$ cat src/rtl/dgs_blink_decoder_pkg.sv
// dgs_blink_decoder_pkg
// Shared arithmetic for the diagnostic blink generator and decoder, plus the
// decoder FSM state type. Both sides derive their cycle counts from these
// functions so that their timing always agrees.
package dgs_blink_decoder_pkg;

   typedef enum logic [1:0] {StHunt, StIdle, StHigh, StLow} state_e;

   // Nominal pulse width (and nominal inter-pulse gap) in clock cycles.
   function automatic int unsigned pulse_cyc(input int unsigned freq_hz,
                                             input int unsigned pulse_us);
      return (freq_hz / 1000000) * pulse_us;
   endfunction

   // Accepted deviation from the nominal width, either direction.
   function automatic int unsigned tol_cyc(input int unsigned pulse);
      return pulse / 4;
   endfunction

   // Low run that ends a burst; longer than any legal inter-pulse gap.
   function automatic int unsigned gap_min_cyc(input int unsigned pulse);
      return pulse + pulse / 2;
   endfunction

   // One pulse plus one gap.
   function automatic int unsigned quant_period_cyc(input int unsigned pulse);
      return 2 * pulse;
   endfunction

   // Whole frame length; a low run this long means code 0.
   function automatic int unsigned silent_len_cyc(input int unsigned quant_cnt,
                                                  input int unsigned pulse);
      return quant_cnt * quant_period_cyc(pulse);
   endfunction

   function automatic int unsigned code_w(input int unsigned quant_cnt);
      return $clog2(quant_cnt);
   endfunction

endpackage

$ cat src/rtl/dgs_blink_decoder_if.sv
// dgs_blink_decoder_if
// Result bus of the blink decoder.
//   CODE      last decoded pulse count, held until the next decode
//   CODE_VLD  one-cycle strobe when CODE is updated
//   ERR       one-cycle strobe on a malformed frame
// master: the decoder (drives), slave: the consumer (observes).
interface dgs_blink_decoder_if #(
   parameter int unsigned CODE_W = 3
);
   logic [CODE_W-1:0] CODE;
   logic              CODE_VLD;
   logic              ERR;

   modport master (output CODE, output CODE_VLD, output ERR);
   modport slave  (input CODE, input CODE_VLD, input ERR);
endinterface

$ cat src/rtl/dgs_blink_decoder_sync_edge_det.sv
// dgs_blink_decoder_sync_edge_det
// Brings an asynchronous level into the CLK domain through two flops, delays
// it by one more flop and derives single-cycle rise/fall strobes.
//   CLK      clock
//   RST      synchronous active-high reset, all flops cleared to 0
//   async_i  asynchronous input level
//   level_o  synchronized level (2 cycles after async_i)
//   rise_o   high in the first cycle level_o is 1
//   fall_o   high in the first cycle level_o is 0
module dgs_blink_decoder_sync_edge_det (
   input  logic CLK,
   input  logic RST,
   input  logic async_i,
   output logic level_o,
   output logic rise_o,
   output logic fall_o
);
   logic meta_q;
   logic sync_q;
   logic dly_q;

   always_ff @(posedge CLK) begin
      if (RST) begin
         meta_q <= 1'b0;
         sync_q <= 1'b0;
         dly_q  <= 1'b0;
      end else begin
         meta_q <= async_i;
         sync_q <= meta_q;
         dly_q  <= sync_q;
      end
   end

   assign level_o = sync_q;
   assign rise_o  = sync_q & ~dly_q;
   assign fall_o  = ~sync_q & dly_q;
endmodule

$ cat src/rtl/dgs_blink_decoder.sv
// dgs_blink_decoder
// Measures high/low run widths on a blink line and decodes each burst of N
// short pulses into the code N; malformed bursts raise ERR instead.
//   CLK     clock
//   RST     synchronous active-high reset
//   LED_IN  blink line, asynchronous to CLK
//   bus     result bus (CODE, CODE_VLD, ERR), all registered
module dgs_blink_decoder
   import dgs_blink_decoder_pkg::*;
#(
   parameter int unsigned FREQ_HZ   = 100 * 1000 * 1000,
   parameter int unsigned PERIOD_US = 10,
   parameter int unsigned PULSE_US  = 1,
   parameter int unsigned QUANT_CNT = (PERIOD_US / PULSE_US) / 2
) (
   input  logic                CLK,
   input  logic                RST,
   input  logic                LED_IN,
   dgs_blink_decoder_if.master bus
);
   localparam int unsigned PULSE      = pulse_cyc(FREQ_HZ, PULSE_US);
   localparam int unsigned TOL        = tol_cyc(PULSE);
   localparam int unsigned GAP_MIN    = gap_min_cyc(PULSE);
   localparam int unsigned SILENT_LEN = silent_len_cyc(QUANT_CNT, PULSE);
   localparam int unsigned WCNT_W     = $clog2(SILENT_LEN + 1);
   localparam int unsigned PCNT_W     = $clog2(QUANT_CNT + 1);
   localparam int unsigned CODE_W     = code_w(QUANT_CNT);

   localparam logic [WCNT_W-1:0] W_MIN_W  = WCNT_W'(PULSE - TOL);
   localparam logic [WCNT_W-1:0] W_MAX_W  = WCNT_W'(PULSE + TOL);
   localparam logic [WCNT_W-1:0] GAP_W    = WCNT_W'(GAP_MIN);
   localparam logic [WCNT_W-1:0] SILENT_W = WCNT_W'(SILENT_LEN);
   localparam logic [WCNT_W-1:0] ONE_W    = WCNT_W'(1);
   localparam logic [PCNT_W-1:0] P_MAX    = PCNT_W'(QUANT_CNT);

   logic led_s;
   logic rise;
   logic fall;

   state_e            state_q;
   logic [WCNT_W-1:0] w_cnt_q;
   logic [PCNT_W-1:0] p_cnt_q;
   logic [CODE_W-1:0] code_q;
   logic              code_vld_q;
   logic              err_q;
   logic              w_ok;

   dgs_blink_decoder_sync_edge_det u_sync (
      .CLK     (CLK),
      .RST     (RST),
      .async_i (LED_IN),
      .level_o (led_s),
      .rise_o  (rise),
      .fall_o  (fall)
   );

   // On an edge cycle w_cnt_q still holds the full width of the run just ended.
   assign w_ok = (w_cnt_q >= W_MIN_W) && (w_cnt_q <= W_MAX_W);

   always_ff @(posedge CLK) begin
      if (RST) begin
         state_q    <= StHunt;
         w_cnt_q    <= '0;
         p_cnt_q    <= '0;
         code_q     <= '0;
         code_vld_q <= 1'b0;
         err_q      <= 1'b0;
      end else begin
         code_vld_q <= 1'b0;
         err_q      <= 1'b0;

         if (rise || fall) begin
            w_cnt_q <= ONE_W;
         end else if (w_cnt_q != SILENT_W) begin
            w_cnt_q <= w_cnt_q + 1'b1;
         end

         case (state_q)
            // The fall cycle is excluded: w_cnt_q then holds a stale high width.
            StHunt: begin
               if (!led_s && !fall && (w_cnt_q >= GAP_W)) begin
                  state_q <= StIdle;
               end
            end
            StIdle: begin
               if (rise) begin
                  p_cnt_q <= '0;
                  state_q <= StHigh;
               end else if (w_cnt_q >= SILENT_W) begin
                  code_q     <= '0;
                  code_vld_q <= 1'b1;
                  w_cnt_q    <= ONE_W;
               end
            end
            StHigh: begin
               if (fall) begin
                  if (w_ok) begin
                     if (p_cnt_q != P_MAX) begin
                        p_cnt_q <= p_cnt_q + 1'b1;
                     end
                     state_q <= StLow;
                  end else begin
                     err_q   <= 1'b1;
                     state_q <= StHunt;
                  end
               end else if (w_cnt_q > W_MAX_W) begin
                  // Stuck-high line: flag it without waiting for a fall.
                  err_q   <= 1'b1;
                  state_q <= StHunt;
               end
            end
            StLow: begin
               if (rise) begin
                  if (w_ok) begin
                     state_q <= StHigh;
                  end else begin
                     err_q   <= 1'b1;
                     state_q <= StHunt;
                  end
               end else if (w_cnt_q >= GAP_W) begin
                  if (p_cnt_q < P_MAX) begin
                     code_q     <= CODE_W'(p_cnt_q);
                     code_vld_q <= 1'b1;
                  end else begin
                     err_q <= 1'b1;
                  end
                  state_q <= StIdle;
               end
            end
         endcase
      end
   end

   assign bus.CODE     = code_q;
   assign bus.CODE_VLD = code_vld_q;
   assign bus.ERR      = err_q;
endmodule

$ cat src/flat_wrapper.sv
// flat-port wrapper written by rule: the top's interface ports become plain ports
module dgs_blink_decoder_flat import dgs_blink_decoder_pkg::*;
#(
   parameter int unsigned FREQ_HZ   = 100 * 1000 * 1000,
   parameter int unsigned PERIOD_US = 10,
   parameter int unsigned PULSE_US  = 1,
   parameter int unsigned QUANT_CNT = (PERIOD_US / PULSE_US) / 2
)
  (CLK, RST, LED_IN, bus_CODE, bus_CODE_VLD, bus_ERR);
  dgs_blink_decoder_if #(.CODE_W(3)) bus_i ();
  input  logic CLK;
  input  logic RST;
  input  logic LED_IN;
  output wire logic [$bits(bus_i.CODE)-1:0] bus_CODE;
  output wire logic [$bits(bus_i.CODE_VLD)-1:0] bus_CODE_VLD;
  output wire logic [$bits(bus_i.ERR)-1:0] bus_ERR;
  assign bus_CODE = bus_i.CODE;
  assign bus_CODE_VLD = bus_i.CODE_VLD;
  assign bus_ERR = bus_i.ERR;
  dgs_blink_decoder #(.FREQ_HZ(FREQ_HZ), .PERIOD_US(PERIOD_US), .PULSE_US(PULSE_US), .QUANT_CNT(QUANT_CNT)) u_core (.CLK(CLK), .RST(RST), .LED_IN(LED_IN), .bus(bus_i));
endmodule
$ cat config.mk
export PLATFORM = sky130hd
export DESIGN_NAME = dgs_blink_decoder_flat
export DESIGN_NICKNAME = d
export VERILOG_FILES = /design/src/rtl/dgs_blink_decoder_pkg.sv /design/src/rtl/dgs_blink_decoder_if.sv /design/src/rtl/dgs_blink_decoder_sync_edge_det.sv /design/src/rtl/dgs_blink_decoder.sv /design/src/flat_wrapper.sv
export SDC_FILE = /design/constraint.sdc
export NUM_CORES = 1
export LEC_CHECK = 0
export ABC_AREA = 1
export BUFFER_PORTS_ARGS = -buffer_cell sky130_fd_sc_hd__buf_2
export CAP_MARGIN = 20
export CORE_AREA = 2 2 73 75
export DETAILED_ROUTE_END_ITERATION = 8
export DIE_AREA = 0 0 75 77
export SLEW_MARGIN = 20
export SYNTH_ARGS = -nofsm -noshare
export SYNTH_HDL_FRONTEND = slang
export SYNTH_SLANG_ARGS = --single-unit
$ cat constraint.sdc
create_clock -name CLK -period 5.61 [get_ports CLK]
set_clock_uncertainty 0.2 [all_clocks]
set_input_delay 0.8415 -clock CLK [delete_from_list [all_inputs] [get_ports CLK]]
set_output_delay 0.8415 -clock CLK [all_outputs]
set_load 0.05 [all_outputs]
==> results.yml, run 1 <==
run_status:
  outcome: "completed"
placement:
  portBuffers: 7
  place_congestion: 0.870
  hpwl_mm: 2.19
  placed_area_um2: 1550
  placed_cells: 274
  dpl_worst_slack_ps: 3620
clocking:
  cts_root_buf: "clkbuf_8"
  postCtsSetupRepairBufs: 0
  clk_latency_ps: 270
  cts_sinks: 23
  cts_resized: 0
  clockBufferDepth: 2
  clkTransAtPathRegs_ps: 80
  cts_tree: "done"
  htree_levels: 1
  hold_buffers: 0
  cts-buffers-inserted: 3
grt:
  grt_pass1_wl_mm: 4.96
  antenna_found_initial: 0
  grt_max_degree: 13
  track_usage: 0.109
  first_global_vias: 1143
  grt_remaining_overflow: 0
floorplanning:
  rows: 26
  coreArea_um2: 4980
  start_util: 0.289
  dieWidth_um: 75
  io_pins: 8
  die_area_um2: 5780
  die_height_um: 77
critical_path:
  cp.arrival_ps: 2000
  path_max_fanout: 5
  crit_type: "reg -> reg"
  endpoint_kind: "register"
  cpPeakStageDelay_ps: 400
  crit_buf_inv: 2
  worstSetupStartpointType: "register"
  path_cells: "inv_1 > ha_1 > inv_1 > nor2_1 > a211oi_1 > nand3_4 > nand2_2 > nand2_1 > a21oi_1"
  slowest_stage: "dfxtp_1"
  crit_family: "compound AO/OA/AOI/OAI gates"
  crit_required_ps: 5610
  path_common_cell: "inv_1"
power:
  ir_drop_mv: 0.109
  seq_power_share: 0.580
  power.density_nw_per_um2: 182
  power_frac_clock: 0.365
  p_comb_frac: 0.055
  leakage_nw: 0.615
  p_int_uw: 222
  switching_share: 0.233
  switchingPower_uw: 67.6
sta:
  setup_ws_ps: 3620
  min_period_ps: 1990
  tns_ps: 0
  finalHoldViolCount: 0
  fmax_ghz: 0.502
  finalSetupViolCount: 0
  rsz0062_at_grt: "false"
  worst_pin_slew_ps: 370
  slew_violations: 0
  fin_crit_sh: 0.355
  relSlewSlack: 0.752
routing:
  ant_nets: 0
  num_vias: 1226
  first_pass_iters: 4
  route.detailed.drc: 0
  drt-total-wl_mm: 2.75
  drtIter0Drc: 36
  vias_per_cell: 4.41
  wire_per_inst_um: 9.90
finish:
  fin_util: 0.320
  area_growth_pct: 10.6
  fill_cells: 523
  finalNetCount: 225
  drive_above_1_share: 0.149
  ff_latch_area_um2: 460
  diodes: 0
  final_area_um2: 1590
  fin_cells: 278
  multiInputGateArea_um2: 853
logic_synthesis:
  synth.cell_area_um2: 1440
  synth_cells: 200
  ys_types: 32
  synthMostInstantiatedCell: "nand2_1"
  synth_largest_area_cell: "dfxtp_1"
  avgSynthCellArea_um2: 7.19
  synth_ff_type: "dfxtp_1"
  synth_edf_count: 0
  yosys-top-cells-area: "dfxtp_1 32%, ha_1 11%, nand2_1 9.4%, inv_1 6.8%, nand3_1 5.6%"
  synth.top_cell.area_share: 0.320
  yosys_warnings: 0
  ys_ff_latch: 23
  async_flop_share: 0
  synth_nets: 216
  yosys-top-cells-count: "36 x nand2_1, 26 x inv_1, 23 x dfxtp_1, 21 x nor2_1, 16 x nand3_1"
  ys_seq_area_frac: 0.320
worst_hold_path:
  hold_class: "reg -> reg"
run:
  drv_cap: 0
placed cells by master, fill, tap and decap left out:
cell type	synthesis	final
nand3b_1	1	1
xnor2_1	1	1
nand2_1	36	36
nor2_4	1	1
o21ai_0	4	4
nor3_2	1	1
a21oi_2	1	1
dfxtp_1	23	23
a211oi_1	1	1
buf_2	0	7
o21ai_1	1	1
o21bai_1	1	1
ha_1	13	13
or2_0	1	1
nand3_4	1	1
nand2_2	5	5
nor2_2	2	2
nor3_1	3	3
nand2_4	2	2
clkbuf_1	2	1
a21oi_1	14	14
xor2_1	3	3
nand3_1	16	16
inv_1	26	26
nor2_1	21	21
nand4_1	8	8
or2_2	3	3
inv_2	3	3
o211ai_1	1	1
a31oi_1	1	1
clkbuf_8	0	3
or2_1	1	1
nand3_2	2	2
final cells by class:
| class | instances | area share |
|---|---|---|
| multi-input cells | 145 | 0.537 |
| repair buffers | 7 | 0.0220 |
| inverters | 29 | 0.0684 |
| well taps | 70 | 0.0551 |
| clock buffers | 4 | 0.0283 |
| flip-flops and latches | 23 | 0.290 |
worst register-to-register path: cells and delay by family, from the launching register on:
family	cells	cell delay [ps]
DFF	1	400
AOI/OAI and AO/OA	2	470
buffers and inverters	2	230
adders and majority gates	1	250
and+or+nand+nor	4	380
sequential cells by signal (all words and copies together) (netlist names):
register,count
u_core.bus.ERR,1
u_core.u_sync.dly_q,1
u_core.bus.CODE,3
u_core.u_sync.meta_q,1
u_core.u_sync.level_o,1
u_core.state_q,2
u_core.w_cnt_q,10
u_core.bus.CODE_VLD,1
u_core.p_cnt_q,3
layer usage:
| layer | vias up | global-route usage | wire length [µm] |
|---|---|---|---|
| li1 | 659 | - | - |
| met1 | 539 | 0.141 | 1410 |
| met2 | 19 | 0.170 | 1210 |
| met3 | 9 | 0.0158 | 45 |
| met4 | 0 | 0.0589 | 89 |
| met5 | - | 0 | 0 |
worst paths after layout:
path,to,slack (ps),cells past startpoint,from
max,u_core.p_cnt_q[1],3620,9,u_core.state_q[0]
min,u_core.u_sync.level_o,210,2,u_core.u_sync.meta_q
max reg2reg,u_core.p_cnt_q[1],3620,9,u_core.state_q[0]
min reg2reg,u_core.u_sync.level_o,210,2,u_core.u_sync.meta_q
logic make-up after synthesis:
group,Yosys count,share of synthesized area
and+or+nand+nor,104,0.364
buffers and inverters,32,0.0862
DFF,23,0.320
AOI/OAI and AO/OA,24,0.0923
adders and majority gates,13,0.113
xor gates and xnor gates,4,0.0244
power groups by stage:
| stage | combinational (mW) | clock [mW] | sequential, mW |
|---|---|---|---|
| detailed placement | 0.0162 | 0 | 0.172 |
| global route | 0.0190 | 0.117 | 0.169 |
| CTS | 0.0164 | 0.111 | 0.168 |
| finish | 0.0160 | 0.106 | 0.168 |
| floorplan | 0.0124 | 0 | 0.171 |
| global placement | 0.0159 | 0 | 0.172 |
through the flow:
| step | hold slack, ps | power [mW] |
|---|---|---|
| 6_report | 208 | 0.290 |
| 3_5_place_dp | 198 | 0.188 |
| 4_1_cts | 210 | 0.296 |
| 5_1_grt | 214 | 0.304 |
| 3_3_place_gp | 202 | 0.188 |
| 2_1_floorplan | 188 | 0.184 |
Note: power is estimated with default switching activity, not from simulation.
==> run 2: changes to the inputs <==
--- a/config.mk
+++ b/config.mk
@@ -5,12 +5,12 @@
 export SDC_FILE = /design/constraint.sdc
 export NUM_CORES = 1
 export LEC_CHECK = 0
-export ABC_AREA = 1
+export ABC_AREA = 0
 export BUFFER_PORTS_ARGS = -buffer_cell sky130_fd_sc_hd__buf_2
 export CAP_MARGIN = 20
-export CORE_AREA = 2 2 73 75
+export CORE_AREA = 2 2 72 74
 export DETAILED_ROUTE_END_ITERATION = 8
-export DIE_AREA = 0 0 75 77
+export DIE_AREA = 0 0 74 76
 export SLEW_MARGIN = 20
 export SYNTH_ARGS = -nofsm -noshare
 export SYNTH_HDL_FRONTEND = slang
==> constraint.sdc (replaced) <==
create_clock -name CLK -period 1.7 [get_ports CLK]
set_clock_uncertainty 0.2 [all_clocks]
set_input_delay 0.255 -clock CLK [delete_from_list [all_inputs] [get_ports CLK]]
set_output_delay 0.255 -clock CLK [all_outputs]
set_load 0.05 [all_outputs]
==> run 2 against run 1 <==
Effect of this change:
- the run now ends with setup timing left
- sequential power rose to 3.3 times the previous value
- setup slack got worse by 3900 ps
- critical path depth is 3 lower
- power rose to 3.6 times the previous value
- sequential cell count unchanged
- synthesized cell count decreased by 21%
- cell area rose by 43%
- sequential share of layout area shrank 7.4 points
- via count increased by 12%
- final cell count is 4.3% higher
==> results.yml, run 2 <==
run_status:
  outcome: "finished, violations left"
  violations: "setup timing"
routing:
  maxUsedRoutingLayer: "met4"
  ant_nets: 0
  wl_met2_mm: 1.90
  first_pass_iters: 4
  wire_per_inst_um: 13.1
  drt-total-wl_mm: 3.80
  vias_per_cell: 4.75
  drt-met1-wl_mm: 1.80
  num_vias: 1378
  wl_met3_um: 61
  drtIter0Drc: 53
  route.detailed.drc: 0
floorplanning:
  die_height_um: 76
  die_area_um2: 5620
  rows: 26
  dieWidth_um: 74
  coreArea_um2: 4910
  io_pins: 8
  start_util: 0.282
logic_synthesis:
  synth-xor-area-share: 0.0568
  synthMuxAreaShare: 0.00721
  synth.cell_area_um2: 1390
  ys_ff_latch: 23
  synth_top_family_by_area: "simple AND/OR/NAND/NOR gates"
  ys_types: 46
  yosys-top-cells-count: "23 x dfxtp_1, 18 x nor2_1, 13 x ha_1, 10 x inv_1"
  synth_simple_gate_area_frac: 0.247
  synth_edf_count: 0
  yosys_warnings: 0
  yosys-top-cells-area: "dfxtp_1 33%, ha_1 12%, nor2_1 4.9%, xnor2_1 3.8%, inv_1 2.7%"
  synth_compound_area_frac: 0.191
  async_flop_share: 0
  synth_largest_area_cell: "dfxtp_1"
  synth_cells: 158
  ys_seq_area_frac: 0.332
  avgSynthCellArea_um2: 8.78
  yosys.area_share.adder: 0.117
  synth_nets: 174
  synthMostInstantiatedCell: "dfxtp_1"
  synth.top_cell.area_share: 0.332
  synth_ff_type: "dfxtp_1"
power:
  switching_share: 0.244
  power.density_nw_per_um2: 459
  total_power_mw: 1.04
  p_comb_frac: 0.141
  seq_power_share: 0.530
  ir_drop_mv: 0.329
  p_int_uw: 789
  power_frac_clock: 0.328
  leakage_nw: 0.888
  switchingPower_uw: 255
placement:
  place_congestion: 0.845
  portBuffers: 7
  dpl_worst_slack_ps: -287
  placed_area_um2: 1930
  hpwl_mm: 2.53
sta:
  finalHoldViolCount: 0
  worst_pin_slew_ps: 334
  rsz0062_at_grt: "true"
  relSlewSlack: 0.776
  slew_violations: 0
  fmax_ghz: 0.515
  finalSetupViolCount: 12
  fin_crit_sh: 1.14
  min_period_ps: 1940
  setup_ws_ps: -243
critical_path:
  endpoint_kind: "register"
  crit_required_ps: 1690
  slowest_stage: "or4_4"
  r2r_end: "u_core.state_q[1]"
  path_max_fanout: 4
  rr_worst_depth: 6
  r2r_slack_ps: -240
  worstSetupStartpointType: "register"
  r2r_start: "u_core.state_q[1]"
  cp.arrival_ps: 1930
  cpPeakStageDelay_ps: 520
  crit_start: "u_core.state_q[1]"
  path_cells: "ha_4 > nor2b_4 > o221ai_2 > nand3_2 > or4_4 > a31oi_1"
  crit_type: "reg -> reg"
grt:
  grt_max_degree: 13
  first_global_vias: 1380
  grt_remaining_overflow: 0
  antenna_found_initial: 0
  track_usage: 0.134
  grt_pass1_wl_mm: 6.09
worst_hold_path:
  hold_class: "in -> reg"
  whs_path_depth: 2
  min_from: "RST"
  hold_path_end: "u_core.bus.CODE_VLD"
finish:
  final_area_um2: 2270
  largest_register_ffs: 10
  fill_cells: 461
  diodes: 0
  area_growth_pct: 63.8
  final_cell_mix: "43 x buf_4, 13 x nor2_1, 11 x buf_6, 10 x dfxtp_1"
  regMostFlops: "u_core.w_cnt_q"
  drive_above_1_share: 0.568
  fin_util: 0.463
  layout_commonest_cell: "buf_4"
  finalNetCount: 237
clocking:
  clk_latency_ps: 260
  clkTransAtPathRegs_ps: 90
  cts_root_buf: "clkbuf_8"
  cts_sinks: 23
  cts-buffers-inserted: 3
  htree_levels: 1
  cts_tree: "done"
  clockBufferDepth: 2
run:
  drv_cap: 0
run 2: cells by family (layout without fill, tap and decap cells):
logic type               Yosys count  after routing
AND/OR/NAND/NOR                   63             64
AO/OA/AOI/OAI                     33             33
flip-flops                        23             23
buffers and inverters             16             77
adder cells (fa/ha/maj)           13             13
XOR/XNOR                           9              9
multiplexers                       1              1
run 2: routing by layer:
layer / GRT usage / vias to the layer above
li1: - / 687
met3: 0.0212 / 4
met2: 0.219 / 15
met4: 0.0291 / 0
met5: 0 / -
met1: 0.183 / 672
run 2: layout make-up:
type                            instances  area (µm²)  area share
Tap cell                               70        87.6      0.0385
Inverter                               11        43.8      0.0193
Sequential cell                        23         489       0.215
Clock buffer                            4        45.0      0.0198
Multi-Input combinational cell        120        1110       0.491
Timing Repair Buffer                   62         492       0.216
run 2: repair_timing:
action | in CTS | in global routing
buffers inserted | 4 | 4
setup endpoints to repair | 20 | 20
gates resized for setup | 34 | 29
gates cloned | 1 | 0
pin swaps | 13 | 15
endpoints found under the hold margin | 1 | 0
hold buffers | 1 | 0
run 2: critical path: cells and delay by family (launching register included):
| family | cells | cell delay, ps |
|---|---|---|
| flip-flops | 1 | 370 |
| AND/OR/NAND/NOR | 3 | 780 |
| AO/OA/AOI/OAI | 2 | 360 |
| adder cells (fa/ha/maj) | 1 | 160 |
run 2: power groups by stage:
| stage | sequential, mW | combinational (mW) | clock [mW] |
|---|---|---|---|
| global placement | 0.566 | 0.0921 | 0 |
| global route | 0.556 | 0.159 | 0.388 |
| CTS | 0.556 | 0.123 | 0.363 |
| detailed placement | 0.567 | 0.0946 | 0 |
| finish | 0.553 | 0.148 | 0.343 |
| floorplan | 0.566 | 0.0507 | 0 |
run 2: per-stage QoR:
stage	setup TNS (ps)	std cells	hold WS (ps)
after floorplan	-314	158	183
after global placement	-3070	278	219
after detailed placement	-3420	278	229
after CTS	-1510	288	166
after global routing	-2920	290	182
final	-1790	290	183
run 2: worst max-delay path by stage:
stage / to / slack, ps
2_1_floorplan: u_core.state_q[1] / -150
3_3_place_gp: u_core.w_cnt_q[2] / -210
3_5_place_dp: u_core.state_q[1] / -290
4_1_cts: u_core.state_q[1] / -210
5_1_grt: u_core.state_q[1] / -330
6_report: u_core.state_q[1] / -240
==> run 3: changes to the inputs <==
--- a/config.mk
+++ b/config.mk
@@ -8,9 +8,10 @@
 export ABC_AREA = 0
 export BUFFER_PORTS_ARGS = -buffer_cell sky130_fd_sc_hd__buf_2
 export CAP_MARGIN = 20
-export CORE_AREA = 2 2 72 74
+export CORE_AREA = 2 2 66 68
+export CTS_CLUSTER_DIAMETER = 100
 export DETAILED_ROUTE_END_ITERATION = 8
-export DIE_AREA = 0 0 74 76
+export DIE_AREA = 0 0 68 70
 export SLEW_MARGIN = 20
 export SYNTH_ARGS = -nofsm -noshare
 export SYNTH_HDL_FRONTEND = slang
==> run 3 against run 2 <==
Effect of this change:
- the run still ends with setup timing left
- die area decreased by 15%
- sequential share of layout area decreased by 0.067 points
- count of clock-buffer cells in the layout decreased by 1
==> results.yml, run 3 (synthesized netlist as in run 2, its figures left out) <==
run_status:
  outcome: "finished, violations left"
  violations: "setup timing"
critical_path:
  crit_required_ps: 1700
  crit_type: "reg -> reg"
  crit_family: "compound AO/OA/AOI/OAI gates"
  endpoint_kind: "register"
  worstSetupStartpointType: "register"
  path_cells: "inv_6 > ha_4 > o41ai_4 > o21ai_2 > or4_1 > a31oi_1"
  cp.arrival_ps: 1940
  crit_buf_inv: 1
  path_max_fanout: 4
  slowest_stage: "or4_1"
  cpPeakStageDelay_ps: 410
sta:
  min_period_ps: 1940
  rsz0062_at_grt: "true"
  setup_ws_ps: -235
  finalHoldViolCount: 0
  fin_crit_sh: 1.14
  worst_pin_slew_ps: 312
  slew_violations: 0
  fmax_ghz: 0.517
  relSlewSlack: 0.792
  finalSetupViolCount: 9
finish:
  regMostFlops: "u_core.w_cnt_q"
  layout_commonest_cell: "buf_4"
  drive_above_1_share: 0.577
  finalNetCount: 237
  final_cell_mix: "50 x buf_4, 13 x nor2_1, 12 x dfxtp_1, 9 x ha_4"
  ff_latch_area_um2: 484
  diodes: 0
  largest_register_ffs: 10
  multiInputGateArea_um2: 1140
  area_growth_pct: 62.6
  fill_cells: 367
power:
  p_int_uw: 786
  total_power_mw: 1.08
  leakage_nw: 0.890
  power.density_nw_per_um2: 477
  switching_share: 0.270
  p_comb_frac: 0.130
  power_frac_clock: 0.351
  seq_power_share: 0.520
  ir_drop_mv: 0.309
  switchingPower_uw: 290
placement:
  place_congestion: 0.839
  dpl_worst_slack_ps: -264
  hpwl_mm: 2.74
  portBuffers: 7
clocking:
  htree_levels: 1
  clk_latency_ps: 280
  cts-buffers-inserted: 3
  clkTransAtPathRegs_ps: 100
  clockBufferDepth: 2
  cts_root_buf: "clkbuf_8"
  cts_sinks: 23
  cts_tree: "done"
grt:
  grt_max_degree: 15
  track_usage: 0.174
  grt_remaining_overflow: 0
  first_global_vias: 1354
  antenna_found_initial: 0
  grt_pass1_wl_mm: 6.42
routing:
  wire_per_inst_um: 14.7
  drtIter0Drc: 71
  drt-total-wl_mm: 4.01
  ant_nets: 0
  wl_met2_mm: 2.11
  route.detailed.drc: 0
  num_vias: 1392
  wl_met3_um: 89
  maxUsedRoutingLayer: "met4"
  vias_per_cell: 5.12
  drt-met1-wl_mm: 1.79
  first_pass_iters: 4
run:
  drv_cap: 0
floorplanning:
  die_area_um2: 4760
  rows: 24
  coreArea_um2: 4140
  dieWidth_um: 68
  die_height_um: 70
  start_util: 0.335
  io_pins: 8
worst_hold_path:
  hold_class: "in -> reg"
[run 3: changes by cell type in the layout (fill, tap and decap cells not counted), sizes merged]
cell      previous run  this run
clkbuf               4         3
clkinvlp             0         1
[run 3: power by group through the flow]
stage | clock [mW] | combinational [mW] | sequential [mW]
floorplan | 0 | 0.0507 | 0.566
global placement | 0 | 0.0923 | 0.566
detailed placement | 0 | 0.0962 | 0.567
CTS | 0.386 | 0.124 | 0.558
global route | 0.398 | 0.150 | 0.561
finish | 0.377 | 0.139 | 0.559
[run 3: area by class of cell]
cell class                 instances  share of cell area
timing repair buffer              62               0.206
clock inverter                     1             0.00333
multi-input combinational        120               0.506
clock buffer                       3              0.0183
sequential                        23               0.215
tap                               52              0.0288
inverter                          11              0.0227
[run 3: worst paths after layout]
path,start,to,slack (ps),cells past startpoint
worst min register to register,u_core.u_sync.meta_q,u_core.u_sync.level_o,250,1
worst max-delay path,u_core.w_cnt_q[1],u_core.state_q[1],-240,6
worst max register to register,u_core.w_cnt_q[1],u_core.state_q[1],-240,6
worst min-delay path,RST,u_core.bus.CODE_VLD,150,2
[run 3: routing by layer]
metal  up-vias  global-route usage
met4         0              0.0267
met2        16               0.304
met5         -                   0
li1        688                   -
met3         4              0.0338
met1       684               0.221
[run 3: repair_timing]
item | CTS | global route
resized for setup | 32 | 27
gates cloned | 1 | 0
hold buffers | 1 | 0
pin swaps | 16 | 18
endpoints found under the hold margin | 1 | 0
setup buffers | 5 | 3
endpoints found under the setup margin | 20 | 19
[run 3: metrics by stage]
stage / utilization / area [µm²] / TNS [ps] / hold slack [ps] / instances
3_5_place_dp: 0.460 / 1910 / -2650 / 228 / 260
4_1_cts: 0.514 / 2130 / -1270 / 134 / 270
5_1_grt: 0.544 / 2260 / -2230 / 154 / 272
2_1_floorplan: - / 1470 / -314 / 183 / 158
6_report: 0.544 / 2260 / -1400 / 152 / 272
3_3_place_gp: 0.460 / 1910 / -1880 / 221 / 260
